## config.mk

```make
export PLATFORM = sky130hd
export DESIGN_NAME = set_less_than_seq
export DESIGN_NICKNAME = d
export VERILOG_FILES = /design/src/rtl/set_less_than_seq.sv
export SDC_FILE = /design/constraint.sdc
export NUM_CORES = 1
export LEC_CHECK = 0
export ABC_AREA = 1
export CORE_UTILIZATION = 40
export DETAILED_ROUTE_END_ITERATION = 10
export PLACE_DENSITY = 0.8
export REMOVE_ABC_BUFFERS = 1
export SLEW_MARGIN = 20
export SYNTH_ARGS = -nofsm -noshare
export SYNTH_HDL_FRONTEND = slang
export SYNTH_SLANG_ARGS = --single-unit
```

## constraint.sdc

```tcl
create_clock -name iClk -period 3.3 [get_ports iClk]
set_input_delay 0.825 -clock iClk [delete_from_list [all_inputs] [get_ports iClk]]
set_output_delay 0.825 -clock iClk [all_outputs]
set_load 0.01 [all_outputs]
```

## src/rtl/set_less_than_seq.sv

```systemverilog
// Multi-cycle set-less-than: compares A against B MSB-first, CHUNK bits per cycle, stopping at the first unequal chunk.
// Latency k cycles from accept (k = chunks examined); result held until iReady, no accept in that same cycle.
module set_less_than_seq #(
    parameter int WIDTH = 32,
    parameter int CHUNK = 8
) (
    input  logic             iClk,
    input  logic             iRst,
    input  logic             iValid,
    output logic             oReady,
    input  logic [WIDTH-1:0] iDataA,
    input  logic [WIDTH-1:0] iDataB,
    input  logic [1:0]       iMode,
    output logic             oValid,
    input  logic             iReady,
    output logic [WIDTH-1:0] oData,
    output logic [2:0]       oSet
);
    localparam int NCHUNK = WIDTH / CHUNK;
    localparam int IDXW   = (NCHUNK > 1) ? $clog2(NCHUNK) : 1;
    localparam logic [IDXW-1:0] LAST_IDX = IDXW'(NCHUNK - 1);

    generate
        if (WIDTH % CHUNK != 0) begin : g_bad_chunk
            $error("WIDTH must be a multiple of CHUNK");
        end
    endgenerate

    typedef enum logic [1:0] {
        S_IDLE,
        S_COMPARE,
        S_DONE
    } state_t;

    state_t           r_state;
    logic [WIDTH-1:0] r_a;
    logic [WIDTH-1:0] r_b;
    logic             r_inv;
    logic [IDXW-1:0]  r_idx;
    logic             r_valid;
    logic [WIDTH-1:0] r_data;
    logic [2:0]       r_set;

    int               w_off;
    logic [CHUNK-1:0] w_ca;
    logic [CHUNK-1:0] w_cb;
    logic             w_lt;
    logic             w_gt;
    logic             w_last;

    always_comb begin
        w_off  = int'(r_idx) * CHUNK;
        w_ca   = r_a[w_off +: CHUNK];
        w_cb   = r_b[w_off +: CHUNK];
        w_lt   = (w_ca < w_cb);
        w_gt   = (w_ca > w_cb);
        w_last = (r_idx == '0);
    end

    assign oReady = (r_state == S_IDLE) && !iRst;
    assign oValid = r_valid;
    assign oData  = r_data;
    assign oSet   = r_set;

    always_ff @(posedge iClk) begin
        if (iRst) begin
            r_state <= S_IDLE;
            r_a     <= '0;
            r_b     <= '0;
            r_inv   <= 1'b0;
            r_idx   <= LAST_IDX;
            r_valid <= 1'b0;
            r_data  <= '0;
            r_set   <= 3'b000;
        end else begin
            case (r_state)
                S_IDLE: begin
                    if (iValid) begin
                        // Flipping the sign bit maps signed order onto unsigned order.
                        r_a     <= {iDataA[WIDTH-1] ^ iMode[0], iDataA[WIDTH-2:0]};
                        r_b     <= {iDataB[WIDTH-1] ^ iMode[0], iDataB[WIDTH-2:0]};
                        r_inv   <= iMode[1];
                        r_idx   <= LAST_IDX;
                        r_state <= S_COMPARE;
                    end
                end
                S_COMPARE: begin
                    if (w_lt || w_gt || w_last) begin
                        r_set   <= {w_lt, !w_lt && !w_gt, w_gt};
                        r_data  <= WIDTH'(r_inv ^ w_lt);
                        r_valid <= 1'b1;
                        r_state <= S_DONE;
                    end else begin
                        r_idx <= r_idx - 1'b1;
                    end
                end
                S_DONE: begin
                    if (iReady) begin
                        r_valid <= 1'b0;
                        r_set   <= 3'b000;
                        r_state <= S_IDLE;
                    end
                end
                default: r_state <= S_IDLE;
            endcase
        end
    end
endmodule

```

==> results.json, run 1 <==
{
  "area_growth_pct": 25.36,
  "reg2reg_depth": 12,
  "synth.avg_cell_area_um2": 7.243,
  "r2r_slack_ns": 0.74,
  "max_slew.worst_pin.slew_ns": 0.7719,
  "vias": 3141,
  "synthTopCellsByArea": "dfxtp_1 42%, nor2_1 16%, o21ai_0 11%, buf_4 7.2%, nand2_1 3.8%",
  "min_path_type": "reg2reg",
  "ant_nets": 0,
  "synth_cells": 487,
  "seq_area_frac_synth_pct": 42.00,
  "setup_viol": 0,
  "status": "complete, no violations",
  "hold-path-cell-count": 2,
  "fin_total_pwr_mw": 2.319,
  "h-tree-depth": 3,
  "drc": 0,
  "antenna_found_initial": 0,
  "io_pins": 107,
  "viasPerCell": 4.781,
  "port-buffer-count": 75,
  "p_per_area_nw_per_um2": 524.5,
  "reg2reg_from": "r_idx[1]",
  "seqPwrFrac_pct": 43.9,
  "grt_pass1_wl_um": 12650,
  "cts_hold_buffers": 0,
  "ys_top_cells_by_count": "148 x nor2_1, 80 x o21ai_0, 74 x dfxtp_1",
  "synth_cell_types": 28,
  "root_buffer": "clkbuf_8",
  "wirelength_um": 7809,
  "wl_per_cell_um": 11.89,
  "diodes": 0,
  "comb_power_share_pct": 22.9,
  "grt_pass1_vias": 2942,
  "gr-usage-met1_pct": 21.22,
  "initial_core_util_pct": 42.08,
  "pwr-share-clk_pct": 33.2,
  "slew_headroom_pct": 48.49,
  "finalCritPeriodShare_pct": 83.69,
  "crit_arrival_ns": 1.94,
  "worstPathRequired_ns": 2.47,
  "clock_latency_ns": 0.34,
  "grt_max_degree": 71,
  "die_h_um": 95.91,
  "synthFlopType": "dfxtp_1",
  "synth-edff-count": 0,
  "cp-start-kind": "input pin",
  "rsz0062_at_grt": "no",
  "drive_above_1_share_pct": 6.159,
  "fp.dieW_um": 95.91,
  "clk_pin_slew_ns": 0.08,
  "dp.final_hpwl_um": 5237,
  "overflow": 0,
  "intPower_mw": 1.655,
  "min_period_ns": 2.762,
  "synth.most_common_cell": "nor2_1",
  "fillers": 783,
  "hold_viol_final": 0,
  "clock_skew_ns": 0.006777,
  "slew_violations": 0,
  "fp.dieArea_um2": 9198,
  "use_met2_pct": 31.61,
  "syn_area_um2": 3527,
  "synth_top_area_share_pct": 42.00,
  "postCtsSetupBuffers": 0,
  "ys_ff_latch": 74,
  "timing.critical_path.from": "iRst",
  "clkSinkCount": 74,
  "routabilityCongestion": 0.7944,
  "leakage_nw": 1.824,
  "grt_use_met3_pct": 3.160,
  "maxCapViolations": 0,
  "holdPathEnd": "r_b[31]",
  "r2r_end": "r_idx[0]",
  "switchingPower_uw": 664.1,
  "path_class": "in2out",
  "async_flop_share_pct": 0,
  "sw_frac_of_total_pct": 28.64,
  "drt_pre_antenna_iters": 5,
  "cts.repair.resized": 0,
  "hold_start": "r_b[31]",
  "core_um2": 8382,
  "cts_made_buffers": 9,
  "path_max_fanout": 2,
  "cts_tree": "built",
  "clock.fmax_ghz": 0.3621,
  "cp-end-kind": "primary output",
  "drtIter0Drc": 134,
  "yosys.area.top_type": "dfxtp_1",
  "setup_tns_ns": 0,
  "grt_usage_pct": 17.80,
  "rows": 33,
  "layout.nets": 626,
  "clockBufferDepth": 2,
  "irDropWorstVdd_v": 0.0001830,
  "synth_warnings": 0,
  "busiest_layer": "met2"
}
## state kept, by name, indices dropped and copies added (netlist names)
name	cells
oSet	3
oData	1
r_b	32
r_idx	2
oValid	1
r_state	2
r_inv	1
r_a	32
## logic make-up (layout without fill, tap and decap cells)
kind of cell,Yosys count,in the layout,share of synthesized area [%]
buffers and inverters,75,110,12.06
AOI/OAI and AO/OA,120,120,18.45
other,1,31,0.1063
and+or+nand+nor,205,205,23.45
adders and majority gates,9,9,3.193
xor gates and xnor gates,3,3,0.7451
DFF,74,74,42.00
## power by group through the flow
stage                     Clock [mW]  Combinational, mW  Sequential, mW
after floorplan                    0              0.334            1.04
after global placement             0              0.522            1.03
after detailed placement           0              0.533            1.04
after CTS                      0.783              0.538            1.02
after global routing           0.817              0.607            1.03
final                          0.770              0.531            1.02
## worst max path at each step
stage,to,slack (ns),depth (start not counted)
3_3_place_gp,oReady,0.53,3
6_report,oReady,0.54,3
3_5_place_dp,oReady,0.53,3
5_1_grt,r_idx[0],0.44,14
4_1_cts,oReady,0.53,3
2_1_floorplan,r_idx[0],0.64,12
## metal layers
metal | share of wire (%) | up-vias
li1 | - | 1654
met1 | 47 | 1391
met2 | 47 | 88
met3 | 4.4 | 8
met4 | 1.2 | 0
met5 | 0 | -
## placed cells by master, fill, tap and decap left out, types with 2 or more instances in the layout
cell / count
xor2_1: 2
ha_1: 9
o22ai_1: 8
bufinv_16: 2
clkdlybuf4s50_1: 75
nand2_2: 4
a21oi_1: 18
inv_1: 9
nand4_1: 2
clkinv_2: 2
dfxtp_1: 74
buf_4: 5
conb_1: 31
nand3_2: 2
o21ai_1: 5
nand3_1: 9
nor2_1: 148
nand2_1: 36
a32o_1: 7
o21ai_0: 80
clkbuf_8: 10
inv_2: 4
nor2_2: 2
## worst max-delay path, stage by stage
cell and delay (ns):
clkdlybuf4s50_1 0.42, nor3_1 0.13, clkdlybuf4s50_1 0.56
## final cells by class
type / count / area [um^2] / share of cell area (%)
multi-input cells: 368 / 1733 / 39.19
flip-flops and latches: 74 / 1481 / 33.50
repair buffers: 81 / 808.3 / 18.28
clock buffers: 11 / 141.4 / 3.198
well taps: 105 / 131.4 / 2.971
clock inverters: 5 / 77.57 / 1.754
inverters: 13 / 48.80 / 1.104
## per-stage QoR
step / instance area, um^2 / util [%] / worst slack [ns] / hold slack [ns] / std cells
after CTS: 4422 / 52.75 / 0.5287 / 0.4700 / 657
after floorplan: 3263 / - / 0.6351 / 0.4319 / 455
after global placement: 4203 / 50.14 / 0.5338 / 0.4484 / 641
after detailed placement: 4203 / 50.14 / 0.5287 / 0.4592 / 641
final: 4422 / 52.75 / 0.5381 / 0.4676 / 657
after global routing: 4422 / 52.75 / 0.4398 / 0.4874 / 657
Power figures use the tool's default switching activity.
==> run 2: changes to the inputs <==
- PLACE_DENSITY: 0.8 -> 0.83
- clock period: 3.3 -> 2.4 ns (I/O delays scaled with it)
==> run 2 against run 1 <==
Compared with the run above: register-to-register slack worse by 0.56 ns; worst setup slack lost 0.44 ns; sequential power increased by 38%; die area unchanged; core utilization up 1.1 points; final area up 2.0%; critical endpoint unchanged.
==> results.json, run 2 (same netlist as run 1, synthesis figures left out) <==
{
  "grt_usage_pct": 18.37,
  "area_growth_pct": 27.92,
  "grt_pass1_vias": 2899,
  "io_pins": 107,
  "clock_skew_ns": 0.005890,
  "path_max_fanout": 2,
  "vias": 3195,
  "layout_commonest_cell": "nor2_1",
  "rsz0062_at_grt": "no",
  "final_cell_count_no_fill": 666,
  "wirelength_um": 8035,
  "core_um2": 8382,
  "dpl.cell_count": 649,
  "clock_latency_ns": 0.34,
  "path_cells": "clkdlybuf4s50_1, nor3_1, clkdlybuf4s50_1",
  "viasPerCell": 4.797,
  "cp-end-kind": "primary output",
  "clockBufferDepth": 2,
  "place_ws_ns": 0.08557,
  "cts_hold_buffers": 0,
  "rows": 33,
  "crit_family": "buffers and inverters",
  "maxCapViolations": 0,
  "ant_nets": 0,
  "irDropWorstVdd_v": 0.0003257,
  "grt_max_degree": 36,
  "drive_above_1_share_pct": 7.843,
  "slew_violations": 0,
  "h-tree-depth": 3,
  "fillers": 781,
  "diodes": 0,
  "port-buffer-count": 75,
  "overflow": 0,
  "dp.final_hpwl_um": 5683,
  "slowest_stage": "clkdlybuf4s50_1",
  "drt_pre_antenna_iters": 4,
  "clock.fmax_ghz": 0.4335,
  "wl_per_cell_um": 12.06,
  "setup_viol": 0,
  "drtIter0Drc": 133,
  "cts_tree": "built",
  "hold_viol_final": 0,
  "path_buf_inv": 2,
  "antenna_found_initial": 0,
  "fin_ws_ns": 0.09344,
  "clk_pin_slew_ns": 0.07,
  "clkSinkCount": 74,
  "path_class": "in2out",
  "critPathMaxStageDelay_ns": 0.55,
  "worstPathRequired_ns": 1.80,
  "fp.dieArea_um2": 9198,
  "cts_made_buffers": 9,
  "cp-start-kind": "input pin",
  "root_buffer": "clkbuf_8",
  "routabilityCongestion": 0.7875,
  "min_period_ns": 2.307,
  "min_path_type": "reg2reg",
  "cpMostUsedCell": "clkdlybuf4s50_1",
  "crit_arrival_ns": 1.71,
  "drc": 0,
  "die_h_um": 95.91,
  "status": "complete, no violations",
  "leakage_nw": 1.876,
  "layout.nets": 638,
  "initial_core_util_pct": 42.08,
  "p_per_area_nw_per_um2": 666.3,
  "fp.dieW_um": 95.91,
  "mostFrequentLayoutCells": "148 x nor2_1, 78 x o21ai_0, 75 x clkdlybuf4s50_1, 73 x dfxtp_1, 36 x nand2_1",
  "grt_pass1_wl_um": 12840,
  "finalCritPeriodShare_pct": 96.11
}
## run 2: path summary, 6_finish.rpt
| path | from | end | slack [ns] | depth (start not counted) |
|---|---|---|---|---|
| min | r_b[31] | r_b[31] | 0.46 | 2 |
| max | iRst | oReady | 0.09 | 3 |
| max reg2reg | r_idx[0] | r_idx[0] | 0.18 | 13 |
| min reg2reg | r_b[31] | r_b[31] | 0.46 | 2 |
## run 2: tightest hold or removal path, cell delays in order (launching register included)
cell and delay [ns]:
dfxtp_1 0.30, inv_1 0.06, a21oi_1 0.06
## run 2: final cells by class
type	instances	area, um^2	area share [%]
clock buffers	13	158.9	3.522
inverters	13	56.30	1.248
multi-input cells	368	1737	38.49
flip-flops and latches	74	1485	32.92
well taps	105	131.4	2.912
repair buffers	93	943.4	20.91
## run 2: metrics by stage
step,cell area [um^2],utilization (%),power (mW),hold slack (ns),setup TNS [ns]
floorplan,3263,-,1.885,0.4319,-1.471
global placement,4263,50.86,2.146,0.4485,0
detailed placement,4263,50.86,2.171,0.4512,0
CTS,4422,52.75,2.985,0.4595,0
global route,4512,53.83,3.198,0.4898,0
finish,4512,53.83,3.006,0.4583,0
## run 2: metal layers
| layer | track usage (%) | wire, um | vias up |
|---|---|---|---|
| met5 | 0 | 0 | - |
| met4 | 9.080 | 75 | 0 |
| met3 | 4.028 | 468 | 7 |
| met2 | 31.31 | 3888 | 101 |
| met1 | 21.77 | 3602 | 1411 |
| li1 | - | - | 1676 |
## run 2: report_power, final
group	switching, mW	internal [mW]
clock	0.399	0.416
sequential	0.0636	1.34
combinational	0.419	0.366
## run 2: timing repair
item | in CTS | in global routing
gates resized for setup | 0 | 15
hold endpoints to repair | 0 | 0
setup buffers | 0 | 3
setup endpoints to repair | 0 | 7
